===== src/rtl/sd_block_server.sv =====
// sd_block_server: round-robin responder for per-channel sector requests.
// Streams one 512-byte sector per grant between a flat image memory and the sd_buff_* bus.
module sd_block_server #(
  parameter int NUM_CH    = 3,
  parameter int LBA_BITS  = 16,
  parameter int ACK_DELAY = 4,
  parameter int BYTE_DIV  = 2,
  parameter int DIN_LAT   = 1,
  localparam int CH_W     = (NUM_CH > 1) ? $clog2(NUM_CH) : 1,
  localparam int ADDR_W   = CH_W + LBA_BITS + 9
) (
  input  logic                   clk_sys,
  input  logic                   reset,
  input  logic [NUM_CH-1:0]      sd_rd,
  input  logic [NUM_CH-1:0]      sd_wr,
  input  logic [NUM_CH*32-1:0]   sd_lba,
  input  logic [NUM_CH*8-1:0]    sd_buff_din,
  input  logic [NUM_CH-1:0]      img_mounted,
  output logic [NUM_CH-1:0]      sd_ack,
  output logic [8:0]             sd_buff_addr,
  output logic [7:0]             sd_buff_dout,
  output logic                   sd_buff_wr,
  output logic [ADDR_W-1:0]      img_addr,
  output logic                   img_re,
  input  logic [7:0]             img_rdata,
  output logic                   img_we,
  output logic [7:0]             img_wdata,
  output logic                   busy,
  output logic [31:0]            sectors_done
);

  localparam int PH_W  = (BYTE_DIV > 1) ? $clog2(BYTE_DIV) : 1;
  localparam int DLY_W = (ACK_DELAY > 1) ? $clog2(ACK_DELAY) : 1;

  typedef enum logic [1:0] {IDLE, DELAY, XFER, RELEASE} state_t;

  state_t              state, state_nx;
  logic [CH_W-1:0]     ch, last, grant_ch, scan;
  logic [LBA_BITS-1:0] lba;
  logic                is_rd, grant_vld, mounted, last_slot;
  logic [NUM_CH-1:0]   armed, eligible;
  logic [8:0]          byte_idx;
  logic [PH_W-1:0]     phase;
  logic [DLY_W-1:0]    dly_cnt;
  logic                unused_bits;

  assign unused_bits  = ^sd_lba;
  assign eligible     = (sd_rd | sd_wr) & armed;
  assign mounted      = img_mounted[ch];
  assign busy         = (state != IDLE);
  assign sd_buff_addr = byte_idx;
  assign img_addr     = {ch, lba, byte_idx};
  assign last_slot    = (phase == PH_W'(BYTE_DIV - 1)) && (byte_idx == 9'd511);

  // Scan from the farthest candidate to the nearest so the channel right after `last` wins.
  always_comb begin
    grant_vld = 1'b0;
    grant_ch  = '0;
    scan      = '0;
    for (int k = NUM_CH; k >= 1; k--) begin
      scan = CH_W'((int'(last) + k) % NUM_CH);
      if (eligible[scan]) begin
        grant_vld = 1'b1;
        grant_ch  = scan;
      end
    end
  end

  always_comb begin
    state_nx     = state;
    sd_ack       = '0;
    sd_buff_wr   = 1'b0;
    sd_buff_dout = 8'h00;
    img_re       = 1'b0;
    img_we       = 1'b0;
    img_wdata    = 8'h00;
    case (state)
      IDLE:    if (grant_vld) state_nx = DELAY;
      DELAY:   if (dly_cnt == '0) state_nx = XFER;
      XFER: begin
        sd_ack[ch] = 1'b1;
        if (is_rd) begin
          if (phase == '0) img_re = mounted;
          if (phase == PH_W'(1)) begin
            sd_buff_wr   = 1'b1;
            sd_buff_dout = mounted ? img_rdata : 8'h00;
          end
        end else if (phase == PH_W'(DIN_LAT) && mounted) begin
          img_we    = 1'b1;
          img_wdata = sd_buff_din[{ch, 3'b000} +: 8];
        end
        if (last_slot) state_nx = RELEASE;
      end
      RELEASE: state_nx = IDLE;
      default: state_nx = IDLE;
    endcase
  end

  always_ff @(posedge clk_sys) begin
    if (reset) begin
      state        <= IDLE;
      ch           <= '0;
      last         <= CH_W'(NUM_CH - 1);
      lba          <= '0;
      is_rd        <= 1'b0;
      armed        <= '1;
      byte_idx     <= '0;
      phase        <= '0;
      dly_cnt      <= '0;
      sectors_done <= '0;
    end else begin
      state <= state_nx;
      // A channel re-arms only once it has let go of both request lines outside its own transfer.
      for (int n = 0; n < NUM_CH; n++)
        if (!sd_rd[n] && !sd_wr[n] && !(busy && ch == CH_W'(n))) armed[n] <= 1'b1;
      case (state)
        IDLE: if (grant_vld) begin
          ch              <= grant_ch;
          last            <= grant_ch;
          lba             <= sd_lba[{grant_ch, 5'b00000} +: LBA_BITS];
          is_rd           <= sd_rd[grant_ch];
          armed[grant_ch] <= 1'b0;
          dly_cnt         <= DLY_W'(ACK_DELAY - 1);
          byte_idx        <= '0;
          phase           <= '0;
        end
        DELAY: if (dly_cnt != '0) dly_cnt <= dly_cnt - 1'b1;
        XFER: begin
          if (phase == PH_W'(BYTE_DIV - 1)) begin
            phase    <= '0;
            byte_idx <= byte_idx + 1'b1;
          end else begin
            phase <= phase + 1'b1;
          end
        end
        RELEASE: sectors_done <= sectors_done + 32'd1;
        default: ;
      endcase
    end
  end

endmodule

===== config.mk =====
export PLATFORM = sky130hd
export DESIGN_NAME = sd_block_server
export DESIGN_NICKNAME = d
export VERILOG_FILES = /design/src/rtl/sd_block_server.sv
export SDC_FILE = /design/constraint.sdc
export NUM_CORES = 1
export LEC_CHECK = 0
export BUFFER_PORTS_ARGS = -buffer_cell sky130_fd_sc_hd__buf_2
export CORE_UTILIZATION = 40
export CTS_CLUSTER_DIAMETER = 50
export DETAILED_ROUTE_END_ITERATION = 12
export HOLD_SLACK_MARGIN = 0.05
export PLACE_DENSITY_LB_ADDON = 0.25
export SYNTH_ARGS = -nofsm -noshare
export SYNTH_HDL_FRONTEND = slang
export SYNTH_SLANG_ARGS = --single-unit

===== constraint.sdc =====
create_clock -name clk_sys -period 5.5 [get_ports clk_sys]
set_input_delay 0.275 -clock clk_sys [delete_from_list [all_inputs] [get_ports clk_sys]]
set_output_delay 0.275 -clock clk_sys [all_outputs]
set_load 0.01 [all_outputs]

# ---- Yosys cells after proc, flatten, opt, wreduce, memory -nomap -nowiden
# Index checks and enable logic that the tools add are counted.
# W data, S select, Z words.
dict set report classes {
  addsub 7
  div_mod_pow 3
  order_cmp 7
  n_eq_ne 11
  shift 2
  muxes 58
  bitwise_logic 4
  n_reduce_logical 34
}
# op count
set ops {}
lappend ops {{$mod A32 B3 Y32 const B} 3}
lappend ops {{$shiftx A96 B8 Y16} 1}
lappend ops {{$mux W8} 7}
lappend ops {{$add A32 B1 Y32 const B} 1}
lappend ops {{$mux W1} 27}
lappend ops {{$shiftx A24 B6 Y8} 1}
lappend ops {{$mux W9} 2}
lappend ops {{$pmux W9 S2} 1}
lappend ops {{$mux W2} 8}
lappend ops {{$lt A2 B3 Y1 const B} 5}
lappend ops {{$logic_and A1 B1 Y1} 13}
lappend ops {{$bmux W1 S2} 5}
lappend ops {{$ne A2 B2 Y1 const B} 5}
lappend ops {{$add A9 B1 Y9 const B} 1}
lappend ops {{$eq A9 B9 Y1 const B} 1}
lappend ops {{$logic_not A1 Y1} 9}
lappend ops {{$mux W3} 3}
lappend ops {{$reduce_and A3 Y1} 3}
lappend ops {{$pmux W2 S4} 1}
lappend ops {{$reduce_bool A2 Y1} 4}
lappend ops {{$add A2 B2 Y3 const B} 2}
lappend ops {{$and A3 B3 Y3} 2}
lappend ops {{$eq A2 B2 Y1 const B} 3}
lappend ops {{$logic_not A2 Y1} 3}
lappend ops {{other kinds (11)} 15}
dict set report word_totals {
  ff_bits 70
}

# ---- Depth between registers and ports, before layout
dict set report logic_depth {
  depth_word 15
  mapped_depth 9
}

# ---- Worst setup path after synthesis
# Ideal clock, no wire load.
dict set report synth_timing {
  path_type {register -> register}
  startpoint {reg, netlist name ch[0]}
  endpoint {reg lba[15]}
  setup_ps 92
  arrival_ps 2168
  required_time_ps 5408
  slack_ps 3239
  path_stages_with_launch 9
  path_buffers 1
  cell_sequence {dfxtp_1 -> inv_2 -> ha_1 -> and2_1 -> o21ai_1 -> or4b_4 -> buf_4 -> mux2i_1 -> o32ai_1}
}
# element line_no
set synth_lines {}
lappend synth_lines {{to (signal assigned)} 120} ;# lba <= sd_lba[{grant_ch, 5'b00000} +: LBA_BITS];
lappend synth_lines {{to (decl)} 39} ;# logic [LBA_BITS-1:0] lba;

==> run summary <==
Syn_area_per_cell - 8.35 sq um
Hold Path End - lba[4]
Post-Syn Nets - 642
Die Y - 103 um
Drt total wl - 11,300 um
Post-route minimum period - 3.45 ns
Min-delay src - sd_lba[68]
Initial antenna violation count - 0
Via density per instance - 5.28
GRT Total Usage - 0.203
Worst Hold Depth - 3
CTS tree - yes
Worst setup SP type - register
Post-detailed-route count of antenna-violating nets - 0
Post-CTS Setup Inserts - 0
First-pass GRT wire length - 16,900 um
Leakage - 0.00246 uW
Post-Synth XOR/XNOR Area - 0.0533
Clock Root Buffer - clkbuf_8
CP Max Fanout - 17
Synth Area in Adders - 0.0335
Max IR drop VDD - 0.200 mV
Critical path, cell by cell - inv_2 > ha_1 > or2_4 > a2bb2oi_2 > o31ai_2 > or2_0 > o221a_2
Wire length per cell - 14.3 um
Core area - 9860 sq um
Crit path DAT - 3.75 ns
Nets - 800
EDFF count, synth - 0
Power, Total - 1930 uW
Vias - 4,159
Synthesized cell area - 4110 sq um
FFs w/ async S/R, synth - 0
Resize count post-CTS - 0
Port bufs - 181
Post-synthesis simple-gate area fraction - 0.230
Clock transition at path regs - 0.09 ns
Worst skew pair latency - 0.36 ns
Max Slew Vio Count - 0
Die extent in x - 103 um
Initial Util - 0.417
Critical R2R Launch - ch[0]
CTS Buf Count - 9
Crit. End Element - register
RSZ-0062 raised after global routing - no
Highest routing layer actually used - met4
Critical R2R Capture - dly_cnt[1]
Post-CTS Hold Buffers - 0
DR pass1 iterations - 4
Layout cells sized above 1 - 0.331
Req. time, crit path - 5.80 ns
Worst hold path type - input pin to register
CP peak stage delay - 0.90 ns
Synth cell types - 64
Yosys warnings - 0
Ports - 230
Die ar. - 10,700 sq um
FF-to-FF setup slack - 2.05 ns
Flops & latches, synth - 69
Detail Route met3 WL - 628 um
Fmax - 0.290 GHz
Placed wire-length estimate - 8130 um
Max clock buf depth - 2
CTS Sinks - 69
Setup violators final - 0
Largest family of logic cells by synthesized area - simple AND/OR/NAND/NOR gates
# rows - 36
P per Cell Area - 372 nW/um^2
Mux share of post-synthesis cell area - 0.0786
Gpl congestion - 0.825
# DRC - 0
Area delta synth->final - 26.5%
TNS Setup - 0 ns
Met1 wire length - 4980 um
Vias in the first global route - 3,608
Register area share after synthesis - 0.336
Worst Skew - 0.0119 ns
H-tree Lvls - 3
Met2 Wirelength - 5550 um
Fill cell count - 953
Final Cycle Share - 0.628
Max-Cap Viols - 0
Final Hold Viols - 0
Synth Area in Compound Gates - 0.190
Slew headroom - 0.205
Slowest CP cell - o31ai_2
Gate Count Post-Synth - 492
Critical path class - register to register
Worst slew pin tran - 1.18 ns
Reg2Reg Depth - 7
Outcome - complete, no violations
Iter 0 DRT Violations - 142
Top FF cell, synth - dfxtp_1
Diode count - 0
Grt ovf - 0
Pin count of the biggest net entering global routing - 47
[area by class of cell]
cell class / instances / area [sq um] / share of cell area
flip-flops and latches: 69 / 1380 / 0.266
repair buffers: 183 / 921 / 0.177
inverters: 31 / 116 / 0.0224
clock buffers: 9 / 124 / 0.0238
clock inverters: 7 / 75.1 / 0.0144
well taps: 133 / 166 / 0.0320
multi-input cells: 356 / 2410 / 0.464
[power by group]
part           internal, uW  leakage (uW)  switching, uW
combinational           342       0.00181            529
sequential              572      0.000562           61.8
clock                   211     0.0000918            216
total                  1130       0.00246            807
[registers in the layout, indices dropped and copies added, names as in the netlist]
register and cells:
is_rd 1, sd_buff_addr 9, last 1, phase 1
sectors_done 32, lba 16, ch 2, armed 3
dly_cnt 2, state 2
[cells by family (layout without fill, tap and decap cells)]
logic type,Yosys count,in the layout
and+or+nand+nor,189,189
AOI/OAI and AO/OA,99,99
DFF,69,69
buffers and inverters,67,230
muxes,32,32
xor gates and xnor gates,25,25
adders and majority gates,11,11
[cells in the final DEF, fill, tap and decap left out, types with 3 or more instances in the layout]
cell        instances
nor2b_1             6
or3_1               3
nand4_1            15
o31ai_1             4
nand2_1            28
o32ai_1            20
or4_1               3
and3_1              6
o21bai_1           17
ha_1               11
inv_1              29
and2_1             11
clkinvlp_4          3
xor2_1             22
nor3_1             10
mux2i_1            30
o21ai_0             6
dfxtp_1            69
clkbuf_8            9
a21oi_1            17
buf_2             181
nor2_1             74
and4_1              4
a21o_1              4
xnor2_1             3
o41ai_1             4
nand3_1            15
[synthesized netlist by cell type (all sizes together) (12+ instances only)]
library cell  count  area share
o32ai            20       0.043
nor2             74       0.068
nand4            15       0.023
nand3            15       0.018
inv              30       0.027
o21bai           17       0.031
a21oi            17       0.021
mux2i            30       0.073
nand2            28       0.026
dfxtp            69        0.34
clkbuf           12       0.011
xor2             22       0.047
buf              24       0.039
[per-stage QoR]
stage	worst slack, ns	cell area, sq um	std cells	utilization	hold slack, ns
floorplan	3.24	4110	492	-	0.465
detailed placement	2.12	5000	772	0.507	0.443
CTS	2.09	5200	788	0.527	0.211
global route	1.84	5200	788	0.527	0.226
global placement	2.22	5000	772	0.507	0.438
finish	2.05	5200	788	0.527	0.220
[worst max-delay path: cells and delay by family, from the launching register on]
family                     cells  cell delay [ns]
AOI/OAI and AO/OA              3             1.33
buffers and inverters          1             0.18
adders and majority gates      1             0.41
and+or+nand+nor                2             0.82
DFF                            1             0.66
[worst max-delay path by stage]
stage	startpoint	endpoint	slack, ns	depth (start not counted)
finish	ch[0]	dly_cnt[1]	2.05	7
global route	ch[0]	dly_cnt[1]	1.84	7
CTS	ch[0]	dly_cnt[1]	2.09	7
global placement	ch[0]	dly_cnt[1]	2.22	7
detailed placement	ch[0]	dly_cnt[1]	2.12	7
floorplan	ch[0]	lba[15]	3.24	8
[per-layer routing]
layer	track usage	up-vias
li1	-	2055
met1	0.256	1948
met2	0.342	145
met3	0.0410	11
met4	0.0737	0
met5	0	-
Note: power is estimated with default switching activity, not from simulation.
